## src/rtl/sumador_pkg.sv

```systemverilog
// Shared definitions for the pipelined adder: operation encoding, segment sizing
// and the WIDTH/STAGES configuration check.
package sumador_pkg;

  typedef enum logic {
    OP_ADD = 1'b0,
    OP_SUB = 1'b1
  } op_t;

  function automatic int unsigned seg_width(input int unsigned width, input int unsigned stages);
    return width / stages;
  endfunction

  // WIDTH must split into STAGES equal, non-empty segments
  function automatic bit cfg_ok(input int unsigned width, input int unsigned stages);
    return (stages >= 1) && (stages <= width) && ((width % stages) == 0);
  endfunction

endpackage

```

## src/rtl/sumador_segmento.sv

```systemverilog
// One registered carry-chain segment: SEG-bit add with carry-in, producing the
// sum, the carry out and the carry into the segment MSB.
module sumador_segmento #(
  parameter int unsigned SEG = 8
) (
  input  logic           clk,
  input  logic           rst,
  input  logic           en,
  input  logic [SEG-1:0] a,
  input  logic [SEG-1:0] b,
  input  logic           cin,
  output logic [SEG-1:0] sum,
  output logic           cout,
  output logic           cmsb
);

  logic [SEG:0] total;
  logic         msb_cin;

  always_comb begin
    total   = {1'b0, a} + {1'b0, b} + {{SEG{1'b0}}, cin};
    // carry into the MSB recovered from the MSB sum bit
    msb_cin = a[SEG-1] ^ b[SEG-1] ^ total[SEG-1];
  end

  always_ff @(posedge clk) begin
    if (rst) begin
      sum  <= '0;
      cout <= 1'b0;
      cmsb <= 1'b0;
    end else if (en) begin
      sum  <= total[SEG-1:0];
      cout <= total[SEG];
      cmsb <= msb_cin;
    end
  end

endmodule

```

## src/rtl/sumador_segmentado.sv

```systemverilog
// Pipelined add/subtract unit with valid/ready flow control and carry/overflow/zero flags.
// Optional signed saturation of the result when SUMADOR_SAT_EN is defined.
module sumador_segmentado
  import sumador_pkg::*;
#(
  parameter int unsigned WIDTH  = 32,
  parameter int unsigned STAGES = 4
) (
  input  logic             clk,
  input  logic             rst,
  input  logic             in_valid,
  output logic             in_ready,
  input  logic [WIDTH-1:0] a,
  input  logic [WIDTH-1:0] b,
  input  logic             sub,
  output logic             out_valid,
  input  logic             out_ready,
  output logic [WIDTH-1:0] sal,
  output logic             carry_out,
  output logic             overflow,
  output logic             zero
);

  localparam int unsigned SEG  = seg_width(WIDTH, STAGES);
  localparam int unsigned LAST = STAGES - 1;

  if (!cfg_ok(WIDTH, STAGES)) begin : g_bad_cfg
    $error("sumador_segmentado: WIDTH must be a multiple of STAGES with 1 <= STAGES <= WIDTH");
  end

  logic adv;
  op_t  op;

  // whole pipe advances together; stalls only when the output slot is full and not taken
  assign adv      = ~out_valid | out_ready;
  assign in_ready = adv;
  assign op       = sub ? OP_SUB : OP_ADD;

  for (genvar k = 0; k < STAGES; k++) begin : g_stage
    localparam int unsigned LO = k * SEG;
    localparam int unsigned RW = WIDTH - LO;

    logic [RW-1:0]       a_d, b_d;
    logic                cin_d, v_d, v_q;
    logic [SEG-1:0]      sum_q;
    logic                cout_q, cmsb_q;
    logic [LO+SEG-1:0]   r_q;

    if (k == 0) begin : g_in
      assign a_d   = a;
      assign b_d   = (op == OP_SUB) ? ~b : b;
      assign cin_d = (op == OP_SUB);
      assign v_d   = in_valid;
    end else begin : g_in
      assign a_d   = g_stage[k-1].g_skew.ah_q;
      assign b_d   = g_stage[k-1].g_skew.bh_q;
      assign cin_d = g_stage[k-1].cout_q;
      assign v_d   = g_stage[k-1].v_q;
    end

    always_ff @(posedge clk) begin
      if (rst)      v_q <= 1'b0;
      else if (adv) v_q <= v_d;
    end

    sumador_segmento #(.SEG(SEG)) u_seg (
      .clk  (clk),
      .rst  (rst),
      .en   (adv),
      .a    (a_d[SEG-1:0]),
      .b    (b_d[SEG-1:0]),
      .cin  (cin_d),
      .sum  (sum_q),
      .cout (cout_q),
      .cmsb (cmsb_q)
    );

    // operand segments not yet consumed ride along to the next stage
    if (k < LAST) begin : g_skew
      logic [RW-SEG-1:0] ah_q, bh_q;
      always_ff @(posedge clk) begin
        if (rst) begin
          ah_q <= '0;
          bh_q <= '0;
        end else if (adv) begin
          ah_q <= a_d[RW-1:SEG];
          bh_q <= b_d[RW-1:SEG];
        end
      end
    end

    if (k == 0) begin : g_res
      assign r_q = sum_q;
    end else begin : g_res
      logic [LO-1:0] lo_q;
      always_ff @(posedge clk) begin
        if (rst)      lo_q <= '0;
        else if (adv) lo_q <= g_stage[k-1].r_q;
      end
      assign r_q = {sum_q, lo_q};
    end
  end

  logic [WIDTH-1:0] raw;
  logic             raw_cout, raw_ovf, fin_valid;

  assign raw       = g_stage[LAST].r_q;
  assign raw_cout  = g_stage[LAST].cout_q;
  assign raw_ovf   = g_stage[LAST].cout_q ^ g_stage[LAST].cmsb_q;
  assign fin_valid = g_stage[LAST].v_q;

`ifdef SUMADOR_SAT_EN
  // on overflow the wrapped MSB is the inverse of the true sign
  always_comb begin
    sal = raw;
    if (raw_ovf) sal = raw[WIDTH-1] ? {1'b0, {(WIDTH-1){1'b1}}} : {1'b1, {(WIDTH-1){1'b0}}};
  end
`else
  assign sal = raw;
`endif

  assign out_valid = fin_valid;
  assign carry_out = fin_valid & raw_cout;
  assign overflow  = fin_valid & raw_ovf;
  assign zero      = fin_valid & (sal == '0);

endmodule
```

## config.mk

```make
export PLATFORM = sky130hd
export DESIGN_NAME = sumador_segmentado
export DESIGN_NICKNAME = d
export VERILOG_FILES = /design/src/rtl/sumador_pkg.sv /design/src/rtl/sumador_segmento.sv /design/src/rtl/sumador_segmentado.sv
export SDC_FILE = /design/constraint.sdc
export NUM_CORES = 1
export LEC_CHECK = 0
export BUFFER_PORTS_ARGS = -buffer_cell sky130_fd_sc_hd__buf_2
export CAP_MARGIN = 20
export CORE_ASPECT_RATIO = 2
export CORE_MARGIN = 2
export CORE_UTILIZATION = 34
export DETAILED_ROUTE_END_ITERATION = 8
export GPL_TIMING_DRIVEN = 0
export MAX_ROUTING_LAYER = met4
export SKIP_LAST_GASP = 1
export SLEW_MARGIN = 20
export SYNTH_ARGS = -nofsm -noshare
export SYNTH_HDL_FRONTEND = slang
export SYNTH_SLANG_ARGS = --single-unit
```

## constraint.sdc

```tcl
create_clock -name clk -period 3.3 [get_ports clk]
set_input_delay 0.66 -clock clk [delete_from_list [all_inputs] [get_ports clk]]
set_output_delay 0.66 -clock clk [all_outputs]
set_load 0.02 [all_outputs]
```

Word-level counts from Yosys, hierarchy flattened
Index checks and enable logic that the tools add are counted. Widths: inputs -> output; s select.

Add/subtract/negate cells: 8. Mux-type cells: 2. Bitwise operators: 9. Reductions and logical operators: 1.

Operators by type and width (number): $add 8x8->9 (4); $add 9x1->9 (4); $logic_not 32->1 (1); $mux 32 (1); $not 32->32 (1); $and 1x1->1 (3); $xor 1x1->1 (3); $mux 1 (1); $not 1->1 (1); $or 1x1->1 (1).

Register bits after elaboration: 185. Output and inout bits: 37.

Longest topological paths before layout
Word-level depth: 4. Depth in mapped cells: 10.

Hierarchy
Synthesis repeated with hierarchy kept, for this count alone.

Cell total of the unflattened synthesis: 960. Area, all modules: 8324.2 um2.

By module, submodules not included: sumador_segmentado (instances 1, cells each 668, area an instance 5576.6 um2, sequential area each 2962.8 um2); sumador_segmento at g_stage[0].u_seg ... (instances 3, cells each 73, area an instance 685.7 um2, sequential area each 200.2 um2); sumador_segmento at g_stage[3].u_seg (instances 1, cells each 73, area an instance 690.7 um2, sequential area each 200.2 um2).

Worst setup path before layout
OpenSTA, ideal clock, no wires.

Path type: input to register. Start: input port sub. End: register g_stage[0].u_seg.sum[6]. Setup time: 0.062 ns. Data arrival time: 2.620 ns. Data required time: 3.238 ns. Path slack: 0.618 ns. Stages on the path: 10. Path buffers: 2. Cell sequence: clkbuf_1 buf_2 xor2_1 inv_1 fa_1 nor2b_1 o31a_1 o22ai_1 or4_1 nand3_1.

Cells in the longest elaborated chain, start to end: 4.

Ends and longest elaborated chain: start, declared (line sumador_segmentado.sv:15) `input logic sub,`; $mux 1 * (line sumador_segmentado.sv:37) `assign op = sub ? OP_SUB : OP_ADD;`; $mux 32 (line sumador_segmentado.sv:51) `assign b_d = (op == OP_SUB) ? ~b : b;`; $add 8x8->9 (line sumador_segmento.sv:21) `total = {1'b0, a} + {1'b0, b} + {{SEG{1'b0}}, cin};`; $add 9x1->9 * (line sumador_segmento.sv:21); end signal, assigned (line sumador_segmento.sv:32) `sum <= total[SEG-1:0];`; end, declared (line sumador_segmento.sv:12) `output logic [SEG-1:0] sum,`.

Mark *: on every way between the ends. The rest lies on a longest branch, timed or not. A chain may end at the register's enable or synchronous reset.

Worst setup path after layout
Start: register g_stage[3].v_q, in the netlist out_valid. End: output port in_ready.

Cells in the longest elaborated chain, start to end: 2.

Ends and longest elaborated chain: start, declared (line sumador_segmentado.sv:44) `logic cin_d, v_d, v_q;`; start signal, assigned (line sumador_segmentado.sv:63) `else if (adv) v_q <= v_d;`; $not 1->1 (line sumador_segmentado.sv:35) `assign adv = ~out_valid | out_ready;`; $or 1x1->1 (line sumador_segmentado.sv:35); end, declared (line sumador_segmentado.sv:12) `output logic in_ready,`.

No other way between the ends.

==> summary.md <==
| Metric | Value |
|---|---|
| DP HPWL | around 17000 um |
| Critical path endpoint category | output port |
| Final Hold Fails | 0 |
| Initial antenna violation count | 0 |
| Placeable Area | approximately 23000 um2 |
| DRT iter0 DRCs | 330 |
| Mapped Cells | 960 |
| Pre-CTS setup slack | between 400 and 500 ps |
| Total grt overflow | 0 |
| Largest net degree at the start of global routing | 19 |
| Clock sink total | 185 |
| Max incr delay on CP | 500 ps |
| CTS H-tree lvls | 4 |
| Share of layout cells above drive strength 1 | 15.88% |
| Routed vias | slightly below 7000 |
| Worst Setup Start Kind | flop |
| Status | finished clean |
| Antenna viol nets, final | 0 |
| Total Routed Length | between 20000 and 25000 um |
| # IOs | around 110 |
| Setup Buffers After CTS | 0 |
| Average size of a mapped cell | between 8 and 9 um2 |
| Flip-flop and latch count after synthesis | between 150 and 200 |
| Largest cells by area after synthesis | dfxtp_1 47%, nand2_1 13%, a21oi_1 9.4% |
| Clock skew | about 10 ps |
| Design Power | around 5000 uW |
| Hold Path Class | flop to flop |
| GP Congestion | between 0.9 and 1 |
| Setup TNS | 0 ps |
| Largest area contributor in the netlist | dfxtp_1 |
| Worst Slack Setup Final | about 230 ps |
| DRC errors left | 0 |
| Critical path, cell by cell | nor2b_1 -> buf_2 -> inv_2 -> buf_2 -> buf_1 -> buf_2 |
| Max FO, Critical Path | 10 |
| # diodes | 0 |
| Placed Cells | 1347 |
| Min Tclk post-route | 3070 ps |
| Most frequent cells in the layout | 274 x nand2_1, 185 x dfxtp_1, 148 x a21oi_1 |
| Post-Syn Area | approximately 8000 um2 |
| Synthesized net count | ~1100 |
| Clk buf depth | 2 |
| M2 GR Usage | 31.76% |
| Die area | between 20000 and 25000 um2 |
| Synth Warn # | 0 |
| Relative slew margins | 57.49% |
| Post-synthesis cell type count | 46 |
| First-pass GRT wire length | about 35000 um |
| Ratio of final minimum period to clock period | 93.02% |
| Setup repair after global routing missed its margin | no |
| Starting Density | 34.31% |
| Met3 Track Usage GR | between 2 and 3% |
| Critical-path top delay cell | buf_1 |
| Setup Crit Path Kind | flop to output port |
| DIE HEIGHT | around 220 um |
| Top cell type's share of synthesized area | between 40% and 50% |
| Worst-margin pin slew | ~640 ps |
| Top_reg_cell synth | dfxtp_1 |
| Placement Rows | between 70 and 80 |
| CP Data Arrival Time | 2410 ps |
| Final number of setup-violating endpoints | 0 |
| Nets | around 1200 |
| Vias in the first global route | between 6000 and 7000 |
| Most common cell after layout, fill and taps aside | nand2_1 |
| Hold Slack | 452.4 ps |
| Final slew viol count | 0 |
| Most Used Layer, Global Route | met2 |
| First-pass detailed-route iteration total | 5 |
| Ys async rst share | 0% |
| EDFF count, synth | 0 |
| # fillers | around 2400 |
| Worst vdd ir | approximately 0.00035 V |
| Clock-pin slew on the worst setup and hold paths | about 80 ps |
| CTS tree | built |
| Pwr/cell area | 536.7 nW/um2 |
| Static Leakage | 0.003960 uW |
| Met1 Use GR | roughly a quarter |
| Final Instance Count excl. Fillers | around 1400 |
| Worst EP required | ~2600 ps |
| Multi-input logic area | ~3900 um2 |
| FF/Latch Area | around 3700 um2 |
| Post_cts resized | 0 |
| Max Cap Viol | 0 |
| Later-pin clock latency in the skew report | ~440 ps |
| CTS root buffer | clkbuf_16 |
| Buffers on Ports | 104 |
| Die W | between 100 and 150 um |
| Hold-fix buffers, CTS | 0 |
| Area Overhead vs Synth | 18.29% |
| CP dominant cell by count | buf_2 |
| Clock buffer count from CTS | 17 |
| Total GRT Usage | between 10% and 20% |
| Max Clk Rate | 325.8 MHz |
| Register area share after synthesis | between 40 and 50% |
| Avg WL per Cell | 15.99 um |
| Vias/cell | 4.969 |
## final cells by class
cell class	count	area share [%]
clock inverter	14	1.405
timing repair buffer	104	5.568
multi-input combinational	698	41.39
tap	283	3.788
inverter	9	0.3614
clock buffer	18	4.698
sequential	185	39.62
buffer	68	3.172
## cells in the mapped netlist (2+ instances only)
cell type and number:
ha_1 28, a21oi_1 148, nor4b_1 9, buf_1 3, nor2_1 51, xor2_1 12, a31oi_1 4, buf_2 30
a211o_1 6, dfxtp_1 185, fa_1 7, nand4_1 6, o211ai_2 2, a2111oi_0 3, mux2i_1 2, and2_1 3
o211a_1 2, nand2_1 274, o21a_1 3, nor4_1 11, or4_1 4, a211oi_1 33, clkbuf_1 34, inv_1 7
o31ai_1 2, xnor2_1 27, or3_1 3, nand3_1 13, nor2b_1 4, nor3_1 10, a21o_1 5, a311o_1 5
and3_1 4, o21ai_0 8
## sequential cells by signal, indices dropped and copies added, names as in the netlist
| name | cells |
|---|---|
| g_stage.u_seg.sum | 32 |
| g_stage.g_res.lo_q | 48 |
| g_stage.g_skew.ah_q | 48 |
| g_stage.u_seg.cout | 4 |
| g_stage.v_q | 3 |
| out_valid | 1 |
| g_stage.g_skew.bh_q | 48 |
| g_stage.u_seg.cmsb | 1 |
## worst max-delay path: cells and delay by family (launching register included)
family                 cells  cell delay [ps]
buffers and inverters      5             1470
DFF                        1              340
and+or+nand+nor            1              140
## power breakdown
group          total [uW]  internal [uW]  switching [uW]
Clock                1980           1020             960
Combinational         565            242             323
Sequential           2470           2380            92.8
## cells by family after synthesis
| family | count (synthesis) | synth area share [%] |
|---|---|---|
| AOI/OAI and AO/OA | 225 | 16.89 |
| xor gates and xnor gates | 39 | 4.322 |
| adders and majority gates | 35 | 6.206 |
| buffers and inverters | 77 | 4.180 |
| DFF | 185 | 46.87 |
| muxes | 2 | 0.2533 |
| and+or+nand+nor | 397 | 21.28 |
## routing by layer
layer	routed length (um)	vias up	share of wire, %
met3	926	23	4.2
li1	-	3516	-
met1	9919	3125	45
met5	0	-	0
met4	404	0	1.8
met2	10800	188	49
## final timing paths
| path | cells past startpoint | endpoint | startpoint | slack, ps |
|---|---|---|---|---|
| setup / recovery | 6 | in_ready | out_valid | 230 |
| hold / removal | 2 | g_stage[1].u_seg.sum[4] | g_stage[1].u_seg.sum[4] | 450 |
| setup reg to reg | 7 | g_stage[1].u_seg.cout | g_stage[0].u_seg.cout | 800 |
| hold reg to reg | 2 | g_stage[1].u_seg.sum[4] | g_stage[1].u_seg.sum[4] | 450 |
## per-stage QoR
stage | cell area [um2] | util (%)
floorplan | 7903 | -
global placement | 8777 | 38.11
detailed placement | 8777 | 38.11
CTS | 9348 | 40.59
global route | 9348 | 40.59
finish | 9348 | 40.59
Power figures use the tool's default switching activity.
